$ cat config.mk
export PLATFORM = sky130hd
export DESIGN_NAME = edge_train_generator
export DESIGN_NICKNAME = d
export VERILOG_FILES = /design/src/rtl/edge_train_generator.sv
export SDC_FILE = /design/constraint.sdc
export NUM_CORES = 1
export LEC_CHECK = 0
export ABC_CLOCK_PERIOD_IN_PS = 3890
export CAP_MARGIN = 40
export CORE_MARGIN = 5
export CORE_UTILIZATION = 41
export DETAILED_ROUTE_END_ITERATION = 8
export GPL_TIMING_DRIVEN = 1
export PLACE_DENSITY_LB_ADDON = 0.12
export SYNTH_ARGS = -nofsm -noshare
export SYNTH_HDL_FRONTEND = slang
export SYNTH_SLANG_ARGS = --single-unit
$ cat constraint.sdc
create_clock -name clk -period 3.89 [get_ports clk]
set_clock_uncertainty 0.1 [all_clocks]
set_input_delay 0.778 -clock clk [delete_from_list [all_inputs] [get_ports clk]]
set_output_delay 0.778 -clock clk [all_outputs]
set_load 0.02 [all_outputs]
$ cat src/rtl/edge_train_generator.sv
// edge_train_generator
//
// Emits a train of num_edges level transitions on dout, spaced half_period
// clock cycles apart (a half_period of 0 is treated as 1). A train is
// requested with start while idle and can be cancelled with abort.
//
// Ports
//   clk          - sole clock, rising edge
//   rst_n        - asynchronous active-low reset
//   start        - begin a train (sampled only while idle)
//   half_period  - cycles between edges, sampled with start
//   num_edges    - number of dout transitions, sampled with start
//   abort        - cancel an active train (no done pulse)
//   dout         - registered output waveform; holds its level between trains
//   edge_strobe  - high in the cycle dout shows a freshly toggled value
//   busy         - high while a train is active
//   done         - one-cycle pulse after a train completes normally
//   edges_left   - transitions still to be emitted
module edge_train_generator #(
    parameter int unsigned HP_W = 8,
    parameter int unsigned EC_W = 8
) (
    input  logic            clk,
    input  logic            rst_n,
    input  logic            start,
    input  logic [HP_W-1:0] half_period,
    input  logic [EC_W-1:0] num_edges,
    input  logic            abort,
    output logic            dout,
    output logic            edge_strobe,
    output logic            busy,
    output logic            done,
    output logic [EC_W-1:0] edges_left
);

    localparam logic [HP_W-1:0] HpOne = HP_W'(1);
    localparam logic [EC_W-1:0] EcOne = EC_W'(1);

    typedef enum logic {
        StIdle,
        StRun
    } state_e;

    state_e          state_q, state_d;
    logic [HP_W-1:0] hp_q, hp_d;
    logic [HP_W-1:0] cnt_q, cnt_d;
    logic [EC_W-1:0] edges_q, edges_d;
    logic            dout_q, dout_d;
    logic            strobe_q, strobe_d;
    logic            done_q, done_d;

    logic [HP_W-1:0] hp_eff;

    // A zero half period would never let the counter expire; clamp to 1.
    assign hp_eff = (half_period == '0) ? HpOne : half_period;

    always_comb begin
        state_d  = state_q;
        hp_d     = hp_q;
        cnt_d    = cnt_q;
        edges_d  = edges_q;
        dout_d   = dout_q;
        strobe_d = 1'b0;
        done_d   = 1'b0;

        unique case (state_q)
            StIdle: begin
                // abort alongside start suppresses the request.
                if (start && !abort) begin
                    hp_d    = hp_eff;
                    edges_d = num_edges;
                    cnt_d   = hp_eff - HpOne;
                    if (num_edges == '0) begin
                        done_d = 1'b1;
                    end else begin
                        state_d = StRun;
                    end
                end
            end

            StRun: begin
                if (abort) begin
                    // Abort wins over a toggle due on the same edge.
                    state_d = StIdle;
                    edges_d = '0;
                    cnt_d   = '0;
                end else if (cnt_q == '0) begin
                    dout_d   = ~dout_q;
                    strobe_d = 1'b1;
                    cnt_d    = hp_q - HpOne;
                    if (edges_q != '0) begin
                        edges_d = edges_q - EcOne;
                    end
                    if (edges_q <= EcOne) begin
                        state_d = StIdle;
                        done_d  = 1'b1;
                    end
                end else begin
                    cnt_d = cnt_q - HpOne;
                end
            end

            default: begin
                state_d = StIdle;
            end
        endcase
    end

    always_ff @(posedge clk or negedge rst_n) begin
        if (!rst_n) begin
            state_q  <= StIdle;
            hp_q     <= '0;
            cnt_q    <= '0;
            edges_q  <= '0;
            dout_q   <= 1'b0;
            strobe_q <= 1'b0;
            done_q   <= 1'b0;
        end else begin
            state_q  <= state_d;
            hp_q     <= hp_d;
            cnt_q    <= cnt_d;
            edges_q  <= edges_d;
            dout_q   <= dout_d;
            strobe_q <= strobe_d;
            done_q   <= done_d;
        end
    end

    assign dout        = dout_q;
    assign edge_strobe = strobe_q;
    assign busy        = (state_q == StRun);
    assign done        = done_q;
    assign edges_left  = edges_q;

endmodule

# Word-level counts from Yosys, hierarchy flattened
# Index checks and enable logic that the tools add are counted.
# op_classes
n_addsub,4
magnitude_cmp,1
eq_ne,3
n_mux,25
n_bitwise,3
reduce_logical,9
# ops
op,count
$mux W8,8
$pmux W8 S2,2
$sub A8 B1 Y8 const B,4
$logic_not A8 Y1,3
$mux W1,13
$le A8 B1 Y1 const B,1
$reduce_bool A8 Y1,1
$ne A3 B2 Y1 const B,2
$reduce_and A3 Y1,2
$pmux W1 S2,2
$not A1 Y1,3
$ne A2 B2 Y1 const B,1
$reduce_and A2 Y1,1
$logic_and A1 B1 Y1,1
$logic_not A1 Y1,1
# totals
reg_bits,28
inputBits,20
out_inout_bits,12
word_cells,52

# Longest topological paths before layout
# Gate-level depths: netlist of run 1.
# logic_depth
depth_word,5
ltp_mapped,11
depth_no_buf,10

# Least setup slack after synthesis of run 1
# No wires, ideal clock.
# synth_path
kind,register to register
startpoint,register cnt_q[1]
endpoint,register cnt_q[4]
setup_time_ps,126
t_arrival_ps,2468
required_ps,3664
setup_slack_ps,1196
path_stages_with_launch,12
n_path_buf,2
period_less_slack_ps,2694
path_cell_list,dfrtp_1 -> or4_1 -> clkbuf_2 -> nor2_1 -> buf_2 -> a21oi_1 -> ha_1 -> nor3b_1 -> o41ai_2 -> nor2_1 -> mux2_2 -> a221o_1
# synth_via
elab_chain_len,4
elab_cells_between_ends,5
cone_classes,add/sub (1); mux (3); reduce/logical (1)
# synth_rtl
element,line_no,text
from (decl),46,"logic [HP_W-1:0] cnt_q, cnt_d;"
from (signal assigned),121,cnt_q <= cnt_d;
$sub A8 B1 Y8 or $logic_not A8 Y1 (tied branches),"99, 87",
$mux W8 (*),87,end else if (cnt_q == '0) begin
$mux W8 (*),82,if (abort) begin
$pmux W8 S2 (*),66,unique case (state_q)
# Every way passes the cells marked *; elsewhere a longest branch is shown, timed or not.
# A chain may end at the register's enable or synchronous reset.

# Worst setup path after layout of run 1
# layout_path
startpoint,input half_period[2]
endpoint,register cnt_q[4]
# layout_via
elab_chain_len,5
# layout_rtl
element,line_no,text
from (decl),26,"input logic [HP_W-1:0] half_period,"
$logic_not A8 Y1,55,assign hp_eff = (half_period == '0) ? HpOne : half_period;
$mux W8 (*),55,
$sub A8 B1 Y8 (*),72,cnt_d = hp_eff - HpOne;
$mux W8 (*),69,if (start && !abort) begin
$pmux W8 S2 (*),66,
# Every way passes the cells marked *; elsewhere a longest branch is shown, timed or not. The select of a mux whose other input is x is not followed.

==> results of run 1 <==
==> cell type report <==
cell class / count / area (µm²) / area share
clock buffer: 3 / 41.3 / 0.0186
inverter: 7 / 26.3 / 0.0118
tap: 52 / 65.1 / 0.0293
clock inverter: 1 / 30.0 / 0.0135
multi-input combinational: 159 / 1010 / 0.455
sequential: 28 / 701 / 0.315
timing repair buffer: 36 / 348 / 0.156
==> layer usage <==
metal  track usage  wire length [µm]  vias to the layer above
li1              -                 -                      820
met5             0                 0                        -
met3        0.0307               275                        2
met2         0.248              2160                       53
met1         0.265              2470                      823
met4        0.0315                19                        0
==> registers in the layout, summed over array words and instances (netlist names) <==
name / count
edges_left: 8
busy: 1
done: 1
hp_q: 8
dout: 1
cnt_q: 8
edge_strobe: 1
==> where the power goes <==
| group | leakage [nW] | total, mW | internal [mW] | switching, mW |
|---|---|---|---|---|
| combinational | 0.481 | 0.448 | 0.213 | 0.235 |
| clock | 0.0357 | 0.240 | 0.138 | 0.103 |
| sequential | 0.349 | 0.463 | 0.360 | 0.103 |
| total | 0.866 | 1.15 | 0.711 | 0.441 |
==> cell families (layout without fill, tap and decap cells) <==
family,count (synthesis),after routing
mux,8,8
fa+ha+maj,4,4
buf+inv,18,47
flops,28,28
simple gates,78,78
xor+xnor,11,11
compound gates,58,58
==> synth_stat cells, types with 2 or more instances <==
library cell	count
a21oi_1	11
a221o_1	2
a22oi_1	4
a31oi_1	3
a32oi_1	2
clkbuf_1	7
dfrtp_1	28
ha_1	4
inv_1	6
mux2_2	7
nand2_1	18
nand2b_1	2
nand3_1	5
nand3b_1	3
nor2_1	23
nor2b_1	2
nor3_1	9
nor3b_1	3
nor4_1	6
o21ai_0	18
o22ai_1	2
o2bb2ai_1	2
o311ai_0	2
o31ai_1	2
or4_1	4
xnor2_1	5
xor2_1	6
==> final timing paths <==
path | start | endpoint | slack [ns] | cells past startpoint
max | half_period[2] | cnt_q[4] | 0.93 | 11
min in group asynchronous | rst_n | cnt_q[6] | 0.77 | 2
max in group asynchronous | rst_n | cnt_q[3] | 2.64 | 2
min | dout | dout | 0.37 | 1
min reg2reg | dout | dout | 0.37 | 1
max reg2reg | cnt_q[1] | cnt_q[4] | 1.06 | 9
==> metrics.md, run 1 <==
| Metric | Value |
|---|---|
| Layout cells sized above 1 | 0.0812 |
| WP buf/inv | 1 |
| Area grow syn2layout | 23.1% |
| Cells along the critical path | clkdlybuf4s50_1 > nor4_1 > nand2_1 > nor2_1 > nor2_1 > ha_1 > nor3b_1 > xor2_1 > nand3_1 > a21oi_1 > a221o_1 |
| Cell family with the largest share of critical-path delay | simple AND/OR/NAND/NOR gates |
| Commonest non-fill, non-tap cell in the layout | clkdlybuf4s50_1 |
| Status | finished clean |
| Final core occ | 0.514 |
| Initial drt markers | approximately 180 |
| Vias in the first global route | ~1700 |
| Drt pass-1 iters | 4 |
| Core footprint | about 0.0043 mm² |
| Crit Path Max Fanout | 6 |
| Clk buf depth | 2 |
| Pwr Density | 518 mW/mm² |
| Most used cell along the critical path | nor2_1 |
| Final period util | 0.762 |
| XOR/XNOR Fraction of Synth Area | 0.0533 |
| #FFs+latches synth | 28 |
| Die Y | between 70 and 80 µm |
| Diode count | 0 |
| Clk root buf | clkbuf_8 |
| Placed insts | ~280 |
| Antenna Nets Post-Route | 0 |
| Mux share of post-synthesis cell area | 0.0492 |
| Worst-path clk slew | between 0.1 and 0.15 ns |
| Largest family of logic cells by synthesized area | simple AND/OR/NAND/NOR gates |
| TritonCTS buffer count | 3 |
| Nature of the critical path endpoint | register |
| Final cell count without fillers | between 200 and 300 |
| Top_reg_cell synth | dfrtp_1 |
| Via count | between 1500 and 2000 |
| Die ar. | just under 0.006 mm² |
| Hold Fails Final Rpt | 0 |
| Finished Cell Area | around 0.0022 mm² |
| Mapped Area | around 0.0018 mm² |
| VDD IR max | ~0.00022 V |
| Post-Route WL | 4920 µm |
| Clock sinks | 28 |
| Overall power | approximately 1.2 mW |
| Upper clock frequency limit | ~340 MHz |
| P_leak | between 0.8 and 0.9 nW |
| RSZ-0062 raised after global routing | false |
| GR Overflow Total | 0 |
| Worst min path class | register to register |
| Post-synthesis compound-gate area fraction | 0.214 |
| Post-Route Setup TNS | 0 ns |
| DP HPWL | 3620 µm |
| Vias per Instance | ~5.9 |
| Crit path time final | 2.96 ns |
| Max-Cap Viols | 0 |
| Hold_buf cts | 0 |
| Syn avg cell area | ~9 µm² |
| Sequential-to-total area share from yosys stat | 0.388 |
| Die width | ~76 µm |
| Max Slew Vio Count | 0 |
| Slew headroom | 0.528 |
| Largest net degree at the start of global routing | 29 |
| Port bufs | 31 |
| Critical path's slowest cell | clkdlybuf4s50_1 |
| Initial Util | 0.418 |
| Nets | ~260 |
| CTS tree | done |
| Req. time, crit path | roughly 4 ns |
| Post-CTS Resized | 0 |
| Tot GR Track Use | 0.171 |
| Worst Tran Pin Value | about 0.71 ns |
| H-tree levels | 1 |
| Simple-Gate Fraction of Synth Area | 0.216 |
| Yosys warns | 0 |
| # IOs | 32 |
| Drt drc | 0 |
| Startpoint type of the worst setup path | input pin |
| Row count | 24 |
| Skew-Pair Late Insertion Delay | 0.28 ns |
| Most frequent cells in the layout | clkdlybuf4s50_1 (31), dfrtp_1 (28), nor2_1 (23) |
| Post-synth EDFFs | 0 |
| WL/cell | between 15 and 20 µm |
| Worst hold slack | approximately 0.37 ns |
| Setup Viol. Count Final | 0 |
| Synth unique cells | between 40 and 50 |
| Post-place setup slack | between 0.6 and 0.7 ns |
| Worst path max stage delay | 0.50 ns |
| Syn Nets | roughly 230 |
| Crit path DAT | 3.04 ns |
| Async set or reset register ratio after synthesis | 1.00 |
| Post-CTS Setup Bufs | 0 |
| Post-synth top area share | 0.388 |
| RePlAce Congestion | 0.893 |
| Post-DP Area | about 0.0022 mm² |
| Yosys top cell by area | dfrtp_1 |
| Filler cells | approximately 430 |
| Synth area leaders | dfrtp_1 (39%), o21ai_0 (5.0%), nor2_1 (4.8%) |
| Mapped Cells | 205 |
| Crit Path Category | input pin to register |
| First-pass GRT wire length | roughly 8300 µm |
| Initial antenna violation count | 0 |
| Adder-Cell Fraction of Synth Area | 0.0277 |
| Post-route setup slack | a little over 0.9 ns |
Power figures use the tool's default switching activity.
==> inputs of run 2 (changes only) <==
--- a/config.mk
+++ b/config.mk
@@ -5,7 +5,7 @@
 export SDC_FILE = /design/constraint.sdc
 export NUM_CORES = 1
 export LEC_CHECK = 0
-export ABC_CLOCK_PERIOD_IN_PS = 3890
+export ABC_CLOCK_PERIOD_IN_PS = 2480
 export CAP_MARGIN = 40
 export CORE_MARGIN = 5
 export CORE_UTILIZATION = 41
==> constraint.sdc (replaced) <==
create_clock -name clk -period 2.48 [get_ports clk]
set_clock_uncertainty 0.1 [all_clocks]
set_input_delay 0.496 -clock clk [delete_from_list [all_inputs] [get_ports clk]]
set_output_delay 0.496 -clock clk [all_outputs]
set_load 0.02 [all_outputs]
==> run 2 against run 1 <==
- the run now ends with negative setup slack left
- count of clock-buffer cells in the layout stayed put
- final cell count is 12% higher
- total power increased by 67%
- first-iteration DRC count up 21%
- cell area up 13%
- sequential cell count did not move
- global-route usage increased by 1.8 points
- wire length rose by 11%
- setup slack lost 0.93 ns
- register-to-register slack lost 1.1 ns
- sequential power grew 47%
- largest cell class unchanged
- largest power group is now combinational cells
==> metrics.md, run 2 (synthesis gave the netlist of run 1 again) <==
| Metric | Value |
|---|---|
| Worst-path clk slew | 0.10 ns (about the same) |
| R2r setup slk | -0.006 ns (-1.07 ns) |
| WP buf/inv | 0 (-1) |
| Worst path max stage delay | 0.57 ns (+0.07 ns) |
| Worst Reg-to-Reg Cells | 9 (unchanged) |
| Startpoint type of the worst setup path | register |
| Layout cells sized above 1 | 0.230 (+0.149) |
| Critical path's slowest cell | or4_4 |
| Skew-Pair Late Insertion Delay | 0.28 ns (about the same) |
| Status | finished, violations left |
| Nature of the critical path endpoint | register |
| Port bufs | 31 (unchanged) |
| Failing checks | negative setup slack |
| Die ar. | 0.00583 mm² (unchanged) |
| VDD IR max | 0.000358 V (+65%) |
| H-tree levels | 1 (unchanged) |
| Clk buf depth | 2 (unchanged) |
| Setup Viol. Count Final | 1 (+1) |
| Area grow syn2layout | 39.5% |
| Largest net degree at the start of global routing | 29 (unchanged) |
| Row count | 24 (unchanged) |
| Final period util | 1.00 |
| RePlAce Congestion | 0.889 (-0.44%) |
| Final core occ | 0.583 (+0.0686) |
| R2r startpoint | cnt_q[2] |
| Hold Path Sink | dout |
| Upper clock frequency limit | around 400 MHz |
| Finished Cell Area | 0.00252 mm² (+13%) |
| Crit path DAT | 2.55 ns (-0.49 ns) |
| Clock sinks | 28 (unchanged) |
| Final cell count without fillers | 321 (+12%) |
| Initial Util | 0.418 (unchanged) |
| CTS tree | done |
| Core footprint | 0.00432 mm² (unchanged) |
| Nets | 295 (+14%) |
| TritonCTS buffer count | 3 (unchanged) |
| Diode count | 0 (unchanged) |
| Post-DP Area | 0.00242 mm² (+12%) |
| Max-Cap Viols | 0 (unchanged) |
| Post-Route WL | 5450 µm (+11%) |
| Slew headroom | 0.555 (+0.0275) |
| Max Slew Vio Count | 0 (unchanged) |
| Die width | 76.4 µm (unchanged) |
| Hold Startpoint | dout |
| Hold Fails Final Rpt | 0 (unchanged) |
| Vias per Instance | 5.64 (-5.1%) |
| Most frequent cells in the layout | buf_4 (41), clkdlybuf4s50_1 (31), dfrtp_1 (28) |
| Antenna Nets Post-Route | 0 (unchanged) |
| Hold-critical path depth | 1 (unchanged) |
| Drt pass-1 iters | 4 (unchanged) |
| WL/cell | 17.0 µm (-1.4%) |
| Crit Path Max Fanout | 3 (-3) |
| Worst Tran Pin Value | 0.664 ns (-0.0411 ns) |
| Pwr Density | 765 mW/mm² (+48%) |
| # IOs | 32 (unchanged) |
| Tot GR Track Use | 0.189 (+0.0178) |
| Worst min path class | register to register |
| P_leak | 1.04 nW (+20%) |
| Post-place setup slack | -0.228 ns (-0.859 ns) |
| Crit Path Category | register to register |
| Initial drt markers | 222 (+21%) |
| Critical path depth | 9 (-2) |
| GR Overflow Total | 0 (unchanged) |
| RSZ-0062 raised after global routing | true |
| Req. time, crit path | 2.55 ns (-1.42 ns) |
| Drt drc | 0 (unchanged) |
| Placed insts | 315 (+12%) |
| Commonest non-fill, non-tap cell in the layout | buf_4 |
| Cells along the critical path | or4_4 > nor2_4 > a21oi_2 > ha_2 > nor3b_4 > o41ai_4 > nor2_1 > mux2_4 > a221o_1 |
| Post-route setup slack | -0.00627 ns (-0.933 ns) |
| Crit path time final | between 2 and 2.5 ns |
| Clk root buf | clkbuf_8 |
| Worst hold slack | 0.372 ns (+0.000778 ns) |
| DP HPWL | 4210 µm (+16%) |
| Cell family with the largest share of critical-path delay | simple AND/OR/NAND/NOR gates |
| CP Launch Point | cnt_q[2] |
| Initial antenna violation count | 0 (unchanged) |
| Die Y | 76.4 µm (unchanged) |
| R2R Path End | cnt_q[4] |
| Vias in the first global route | 1710 (+3.3%) |
| First-pass GRT wire length | 8860 µm (+6.1%) |
| Via count | 1809 (+6.5%) |
## run 2: layout make-up
| type | count | area [µm²] |
|---|---|---|
| clock buffers | 3 | 41.3 |
| fillers | 401 | 1800 |
| inverters | 7 | 26.3 |
| multi-input cells | 159 | 1070 |
| flip-flops and latches | 28 | 701 |
| well taps | 52 | 65.1 |
| repair buffers | 72 | 618 |
## run 2: where the power goes
part / total [mW] / switching, mW / internal [mW] / leakage [nW]
registers: 0.681 / 0.115 / 0.565 / 0.349
clock network: 0.254 / 0.145 / 0.109 / 0.0216
logic: 0.992 / 0.491 / 0.502 / 0.667
## run 2: timing repair
action / CTS / global route
pin swaps: 0 / 6
endpoints found under the setup margin: 1 / 2
hold buffers: 0 / 0
setup buffers: 0 / 3
gates resized for setup: 1 / 6
cloned: 0 / 0
## run 2: worst max path at each step
stage	slack [ns]	to
3_3_place_gp	-0.21	cnt_q[4]
2_1_floorplan	-0.1	cnt_q[4]
5_1_grt	-0.07	cnt_q[4]
3_5_place_dp	-0.23	cnt_q[4]
4_1_cts	0.03	cnt_q[4]
6_report	-0.006	cnt_q[4]
## run 2: per-stage QoR
stage / TNS (ns) / power [mW]
CTS: 0 / 1.86
detailed placement: -0.460 / 1.60
floorplan: -0.0956 / 1.24
finish: -0.00627 / 1.93
global route: -0.0715 / 2.06
global placement: -0.346 / 1.60
## run 2: metal layers
metal	track usage	vias to the layer above	share of wire
li1	-	889	-
met1	0.295	840	0.46
met2	0.267	74	0.43
met3	0.0307	6	0.097
met4	0.0490	0	0.0097
met5	0	-	0
==> inputs of run 3 (changes only) <==
--- a/config.mk
+++ b/config.mk
@@ -9,9 +9,11 @@
 export CAP_MARGIN = 40
 export CORE_MARGIN = 5
 export CORE_UTILIZATION = 41
+export CTS_BUF_LIST = sky130_fd_sc_hd__clkbuf_4 sky130_fd_sc_hd__clkbuf_8
 export DETAILED_ROUTE_END_ITERATION = 8
 export GPL_TIMING_DRIVEN = 1
 export PLACE_DENSITY_LB_ADDON = 0.12
+export SETUP_SLACK_MARGIN = 0.02
 export SYNTH_ARGS = -nofsm -noshare
 export SYNTH_HDL_FRONTEND = slang
 export SYNTH_SLANG_ARGS = --single-unit
==> results of run 3 <==
Same layout as run 2: the final DEF is identical, and so are final timing and power.
